**src/rtl/dma_bus_arbiter.sv**
```systemverilog
// Shares the single memory port between the 6502C CPU and two DMA read requesters.
// The CPU is held off with RDY, which only takes effect on a CPU read cycle.
module dma_bus_arbiter #(
    parameter int MAX_BURST = 4
) (
    input  logic        clock,
    input  logic        reset,
    input  logic [15:0] cpu_addr,
    input  logic        cpu_rw,
    input  logic [7:0]  cpu_wdata,
    output logic [7:0]  cpu_rdata,
    output logic        cpu_rdy,
    input  logic [1:0]  dma_req,
    input  logic [15:0] dma_addr0,
    input  logic [15:0] dma_addr1,
    output logic [1:0]  dma_grant,
    output logic [7:0]  dma_data,
    output logic [1:0]  dma_valid,
    output logic [15:0] mem_addr,
    output logic [7:0]  mem_wdata,
    output logic        mem_we_L,
    output logic        mem_re_L,
    input  logic [7:0]  mem_rdata
);

    localparam logic [1:0] ST_CPU     = 2'd0;
    localparam logic [1:0] ST_HALT    = 2'd1;
    localparam logic [1:0] ST_DMA     = 2'd2;
    localparam logic [1:0] ST_RELEASE = 2'd3;

    localparam logic [3:0] BURST_LIM = 4'(MAX_BURST);

    logic [1:0] state;
    logic [1:0] state_nx;
    logic [3:0] cnt;
    logic [3:0] cnt_nx;
    logic       rr;
    logic       cpu_rdy_r;
    logic       any_req;
    logic       gsel;
    logic       serving;
    logic [7:0] data_p1;
    logic [1:0] vld_p1;

    assign any_req = |dma_req;

    // A lone requester wins outright; rr only breaks ties.
    always_comb begin
        gsel = rr;
        if (dma_req == 2'b01)
            gsel = 1'b0;
        else if (dma_req == 2'b10)
            gsel = 1'b1;
    end

    assign serving   = (state == ST_DMA) && any_req;
    assign dma_grant = serving ? (gsel ? 2'b10 : 2'b01) : 2'b00;

    always_comb begin
        if (state == ST_DMA) begin
            mem_addr  = gsel ? dma_addr1 : dma_addr0;
            mem_wdata = cpu_wdata;
            mem_we_L  = 1'b1;
            mem_re_L  = 1'b0;
        end else begin
            mem_addr  = cpu_addr;
            mem_wdata = cpu_wdata;
            mem_we_L  = cpu_rw;
            mem_re_L  = ~cpu_rw;
        end
    end

    assign cpu_rdata = mem_rdata;

    always_comb begin
        state_nx = state;
        cnt_nx   = cnt;
        case (state)
            ST_CPU: begin
                if (any_req)
                    state_nx = ST_HALT;
            end
            ST_HALT: begin
                // CPU writes cannot be stalled, so wait here until a read shows up.
                if (!any_req)
                    state_nx = ST_CPU;
                else if (cpu_rw)
                    state_nx = ST_DMA;
            end
            ST_DMA: begin
                if (!any_req) begin
                    state_nx = ST_CPU;
                    cnt_nx   = 4'd0;
                end else if (cnt + 4'd1 == BURST_LIM) begin
                    state_nx = ST_RELEASE;
                    cnt_nx   = 4'd0;
                end else begin
                    cnt_nx   = cnt + 4'd1;
                end
            end
            default: begin
                state_nx = any_req ? ST_HALT : ST_CPU;
            end
        endcase
    end

    always_ff @(posedge clock or posedge reset) begin
        if (reset) begin
            state     <= ST_CPU;
            cnt       <= 4'd0;
            rr        <= 1'b0;
            cpu_rdy_r <= 1'b1;
        end else begin
            state     <= state_nx;
            cnt       <= cnt_nx;
            cpu_rdy_r <= (state_nx == ST_CPU) || (state_nx == ST_RELEASE);
            if (serving)
                rr <= ~gsel;
        end
    end

    // Stage p1: read data captured at the end of the grant cycle.
    always_ff @(posedge clock or posedge reset) begin
        if (reset) begin
            data_p1 <= 8'h00;
            vld_p1  <= 2'b00;
        end else begin
            vld_p1 <= dma_grant;
            if (serving)
                data_p1 <= mem_rdata;
        end
    end

    assign cpu_rdy   = cpu_rdy_r;
    assign dma_data  = data_p1;
    assign dma_valid = vld_p1;

endmodule
```
**config.mk**
```make
export PLATFORM = sky130hd
export DESIGN_NAME = dma_bus_arbiter
export DESIGN_NICKNAME = d
export VERILOG_FILES = /design/src/rtl/dma_bus_arbiter.sv
export SDC_FILE = /design/constraint.sdc
export NUM_CORES = 1
export LEC_CHECK = 0
export CORE_UTILIZATION = 34
export DETAILED_ROUTE_END_ITERATION = 10
export PLACE_DENSITY = 0.82
export SLEW_MARGIN = 5
export SYNTH_ARGS = -nofsm -noshare
export SYNTH_HDL_FRONTEND = slang
export SYNTH_SLANG_ARGS = --single-unit
```
**constraint.sdc**
```tcl
create_clock -name clock -period 1.8 [get_ports clock]
set_input_delay 0.27 -clock clock [delete_from_list [all_inputs] [get_ports clock]]
set_output_delay 0.27 -clock clock [all_outputs]
set_load 0.02 [all_outputs]
```
==> results of run 1 <==
## cell usage in the layout, fill, tap and decap left out, types with 3 or more instances in the layout
master	instances
nand3_1	3
buf_6	5
clkbuf_8	4
o21ai_1	3
buf_2	8
o211ai_2	9
clkdlybuf4s50_1	77
dfrtp_1	16
nand2_1	37
o2111ai_1	3
o211ai_1	9
mux2_1	8
o2111ai_2	13
nand2b_1	3
dlygate4sd2_1	3
buf_4	25
## cell type report
type,instances,area [um2]
multi-input combinational,116,930.9
tap,50,62.56
sequential,18,452.9
clock buffer,4,55.05
timing repair buffer,123,1156
fill,330,1418
inverter,3,11.26
## final timing paths
kind                                      to
worst max-delay path            dma_grant[0]
worst min-delay path                  cnt[0]
worst max register to register   dma_data[1]
worst min register to register   dma_data[6]
max in group asynchronous            cpu_rdy
min in group clock              dma_valid[0]
## metal layers
| layer | share of wire [%] | vias up | track usage [%] |
|---|---|---|---|
| met1 | 37 | 813 | 22.59 |
| met3 | 8.5 | 8 | 4.333 |
| met5 | 0 | - | 0 |
| li1 | - | 794 | - |
| met4 | 1.5 | 0 | 3.125 |
| met2 | 53 | 61 | 36.89 |
## sequential cells by signal, indices dropped and copies added, names as in the netlist
| register | flops |
|---|---|
| cnt | 4 |
| cpu_rdy | 1 |
| dma_data | 8 |
| dma_valid | 2 |
| rr | 1 |
| state | 2 |
## kinds of logic after synthesis
group	count (synthesis)	synth area share [%]
flops	18	30.46
simple gates	55	17.47
fa+ha+maj	2	1.687
buf+inv	34	14.52
xor+xnor	1	0.5908
compound gates	49	28.52
mux	9	6.751
## report_power, final
part	internal [mW]	switching, mW
Combinational	0.781	0.813
Clock	0.194	0.130
Sequential	0.557	0.134
## cells in the mapped netlist (2+ instances only)
library cell  count
buf_2            10
nand3b_1          2
o211ai_1          9
nand3_1           3
ha_1              2
nand2_1          37
buf_4            16
nand2b_1          4
o21ai_1           3
o2111ai_1        16
a31oi_1           2
a21oi_1           3
dfrtp_1          17
clkbuf_1          2
inv_1             2
o211ai_2          9
nor2_1            2
mux2_1            8
nor2b_1           2
buf_6             2
## worst reg2reg max path: cells and delay by family (launching register included)
kind                   cells  cell delay, ns
and+or+nand+nor            2            0.46
buffers and inverters      2            0.32
muxes                      1            0.37
DFF                        1            0.42
## timing repair
item / 4_1_cts / 5_1_grt
gates resized for setup: 91 / 24
setup buffers: 0 / 0
gates cloned: 1 / 0
pin swaps: 1 / 3
endpoints found under the setup margin: 20 / 18
## stage by stage
stage | hold slack (ns) | power [mW]
after CTS | 0.3469 | 2.522
after detailed placement | 0.4779 | 2.186
after floorplan | 0.2078 | 1.487
after global routing | 0.3736 | 2.769
after global placement | 0.4685 | 2.149
final | 0.3483 | 2.609
==> metrics.txt, run 1 <==
Detail Route Antenna Nets=0; final WL=5011 um; HP Class=input port to asynchronous set/reset pin; 1st-pass router iterations=4; via count=1676; Post-synth EDFFs=0; first-pass GRT wire length=6982 um; largest net degree at the start of global routing=25; total track usage=approximately 20%; via/cell ratio=roughly 5.3; RSZ-0062 raised after global routing=true; Async SR Flop Fraction=100.0%; drt drc=0; Buf+Inv Stages, Crit Path=2; Crit path max-delay family=flip-flops; Cells after Synth=168; Core ar.=slightly above 4000 um2; Initial Util=36.28%; vias in the first global route=1519; Synth Flop Type=dfrtp_1; die area=4629 um2; Yosys cell types=37; VDD IR max=0.7270 mV; Placer Congestion=approximately 0.82; num ports=about 120; #FFs+latches synth=18; share of layout cells above drive strength 1=29.55%; Placed Cells=309; Tcrit/Tclk final=between 90 and 100%; slack of the critical path=0.03259 ns; CP startpoint kind=register; global route overflow=0; drt initial violations=31; minimum clock period after layout=1.767 ns; Fin Clk Skew=0.006047 ns; worst slack at placement=-0.5925 ns; Core Util, Final=roughly 65%; Setup crit start=state[0]; critical path type=register to primary output; final total negative setup slack=0 ns; Final HPWL DP=3562 um; R2R Setup Slk=0.12 ns; Std-Cell Rows=23; Yosys top cell by area=dfrtp_1; normalized max-slew margin=81.28%; reg2reg start=state[0]; crit path DAT=1.50 ns; Yosys warnings=0; Root Buffer=clkbuf_8; CP required=1.53 ns; Post-Syn Area=roughly 1500 um2; Static Leak=1.081 nW; Worst path depth=5; post-synthesis net count=239; Final Slew Violations=0; CTS Buf Count=3; clock-pin slew on the worst setup and hold paths=around 0.07 ns; worst path cell trace=nor2b_4, buf_12, nand2_1, a21oi_2, buf_4; worst-path maximum fanout=24; WL/cell=15.96 um; crit path max-delay cell type=dfrtp_1; Final Hold Vio Count=0; worst-margin pin slew=0.2802 ns; TritonCTS clock tree=yes; CTS Buffer Depth=2; n_diodes=0; DIE HEIGHT=68.04 um; initial antenna violation count=0; clock latency on the worst-skew pair=about 0.25 ns; H-tree lvl count=1; Yosys top cell area share=~29%; Post-DP Area=about 2500 um2; crit end category=primary output; status=finished clean; MaxCap Viol Count=0; area grow syn2layout=80.00%; crit-path max cell delay=between 0.4 and 0.5 ns; Synth Area per Inst=8.825 um2; IO Port Bufs=a little under 100; PD cells=977.6 nW/um2; clk sinks=18; fin cells=314; Die Wd=68.04 um; sequential area share after synthesis=30.46%; FMAX=between 0.5 and 0.6 GHz; endpoints failing setup=0; cells on worst reg2reg path=5; ranking of synthesized cells by area=dfrtp_1 29%, o2111ai_1 9.5%, nand2_1 9.4%; # hold bufs at CTS=0; NumNets Final=336; post-layout instance area=2669 um2
No activity file was read; power rests on OpenSTA's default activity.
==> run 2, diff against run 1 <==
--- a/config.mk
+++ b/config.mk
@@ -8,6 +8,7 @@
 export CORE_UTILIZATION = 34
 export DETAILED_ROUTE_END_ITERATION = 10
 export PLACE_DENSITY = 0.82
+export REMOVE_ABC_BUFFERS = 1
 export SLEW_MARGIN = 5
 export SYNTH_ARGS = -nofsm -noshare
 export SYNTH_HDL_FRONTEND = slang
==> metrics.txt, run 2 (same netlist as run 1, synthesis figures left out) <==
RSZ-0062 raised after global routing=true; worst-margin pin slew=0.2493 ns (-0.03085 ns); crit-path max cell delay=0.41 ns (about the same); minimum clock period after layout=1.759 ns (-0.008646 ns); clock-pin slew on the worst setup and hold paths=0.07 ns (about the same); reg2reg start=state[0]; global route overflow=0 (unchanged); worst r2r dst=dma_data[6]; DIE HEIGHT=68.04 um (unchanged); Initial Util=36.28% (unchanged); H-tree lvl count=1 (unchanged); largest net degree at the start of global routing=23 (-8.0%); Crit path top cell by count=buf_6; Tcrit/Tclk final=97.71% (-0.48 points); crit end category=register; share of layout cells above drive strength 1=26.42% (-3.1 points); worst path cell trace=buf_4, nand2b_4, buf_6, buf_6, nor2_4, clkbuf_16, mux2_1; die area=4629 um2 (unchanged); Tot Pwr=2.653 mW (+1.7%); commonest non-fill, non-tap cell in the layout=clkdlybuf4s50_1; status=finished clean; CP startpoint kind=register; clock latency on the worst-skew pair=0.25 ns (about the same); Final Hold Vio Count=0 (unchanged); CP required=1.93 ns (+0.40 ns); total track usage=18.28% (-1.3 points); initial antenna violation count=0 (unchanged); n_diodes=0 (unchanged); Final HPWL DP=3327 um (-6.6%); Crit path max-delay family=buffers and inverters; area grow syn2layout=79.83% (about the same); num ports=116 (unchanged); TritonCTS clock tree=yes; NumNets Final=337 (+0.30%); Placer Congestion=0.8552 (+4.8%); critical path type=register to register; endpoints failing setup=0 (unchanged); worst-path maximum fanout=8 (-67%); FMAX=0.5686 GHz (+0.49%); R2R Setup Slk=0.04 ns (-0.08 ns); WL/cell=14.78 um (-7.4%); # hold bufs at CTS=0 (unchanged); Fin Clk Skew=0.002283 ns (-0.003764 ns); CTS Buffer Depth=2 (unchanged); via count=1666 (-0.60%); drt drc=0 (unchanged); first-pass GRT wire length=6534 um (-6.4%); clk sinks=18 (unchanged); IO Port Bufs=99 (unchanged); crit path DAT=1.89 ns (+0.39 ns); cells on worst reg2reg path=7 (+2); VDD IR max=0.7254 mV (-0.21%); PD cells=995.1 nW/um2 (+1.8%); Static Leak=1.108 nW (+2.5%); Core ar.=4086 um2 (unchanged); 1st-pass router iterations=4 (unchanged); Worst path depth=7 (+2); HP Class=input port to asynchronous set/reset pin; Die Wd=68.04 um (unchanged); worst setup path end=dma_data[6]; CTS Buf Count=3 (unchanged); worst slack at placement=-0.5116 ns (+0.08085 ns); Root Buffer=clkbuf_8; drt initial violations=66 (+110%); via/cell ratio=5.289 (-0.91%); max reg flops=8 (unchanged); most frequent cells in the layout=77 x clkdlybuf4s50_1, 37 x nand2_1, 25 x buf_4; Detail Route Antenna Nets=0 (unchanged); # fillers=331 (+0.30%); Buf+Inv Stages, Crit Path=4 (+2); Core Util, Final=65.25% (about the same); Setup crit start=state[0]; crit path max-delay cell type=dfrtp_1; MaxCap Viol Count=0 (unchanged); slack of the critical path=0.04124 ns (+0.008646 ns); normalized max-slew margin=83.32% (+2.0 points); Std-Cell Rows=23 (unchanged); vias in the first global route=1487 (-2.1%); Final Slew Violations=0 (unchanged); final WL=4655 um (-7.1%)
==> run 2: report_power, final <==
part | switching (mW) | internal (mW)
registers | 0.128 | 0.557
logic | 0.790 | 0.855
clock network | 0.130 | 0.194
==> run 2: worst min-delay path by stage <==
stage                start           to  slack (ns)  cells after the start
5_1_grt              reset  dma_data[1]        0.37                      3
6_report             reset  dma_data[2]        0.33                      3
3_5_place_dp   dma_data[4]  dma_data[4]        0.48                      1
4_1_cts              reset  dma_data[6]        0.34                      3
2_1_floorplan        reset       cnt[0]        0.21                      1
3_3_place_gp   dma_data[4]  dma_data[4]        0.47                      1
==> run 2: layer usage <==
layer,GRT usage (%),share of wire (%),vias to the layer above
met3,5.333,9.2,2
met1,22.39,42,789
met5,0,0,-
met2,31.50,49,76
met4,3.646,0.19,0
li1,-,-,799
==> run 2: worst register-to-register path: cells and delay by family, from the launching register on <==
kind | cells | cell delay (ns)
AND/OR/NAND/NOR | 2 | 0.32
flip-flops | 1 | 0.41
buffers and inverters | 4 | 0.61
multiplexers | 1 | 0.31
==> run 2: metrics by stage <==
| stage | instance area [um2] | setup TNS (ns) | hold slack, ns | instances |
|---|---|---|---|---|
| after CTS | 2620 | 0 | 0.3391 | 313 |
| after floorplan | 1279 | -11.71 | 0.2078 | 137 |
| after global routing | 2666 | -0.02647 | 0.3704 | 315 |
| after global placement | 2510 | -8.652 | 0.4657 | 306 |
| final | 2666 | 0 | 0.3345 | 315 |
| after detailed placement | 2510 | -9.217 | 0.4751 | 306 |
==> run 2: cell type report <==
| class | instances | area [um2] | area share, % |
|---|---|---|---|
| timing repair buffer | 124 | 1217 | 45.66 |
| multi-input combinational | 116 | 867.1 | 32.52 |
| sequential | 18 | 452.9 | 16.99 |
| tap | 50 | 62.56 | 2.346 |
| clock buffer | 4 | 55.05 | 2.065 |
| inverter | 3 | 11.26 | 0.4223 |
==> run 2: repair_timing <==
action / in CTS / in global routing
endpoints found under the setup margin: 28 / 27
resized for setup: 100 / 13
setup buffers: 1 / 0
pin swaps: 5 / 4
gates cloned: 2 / 2
hold endpoints to repair: 0 / 0
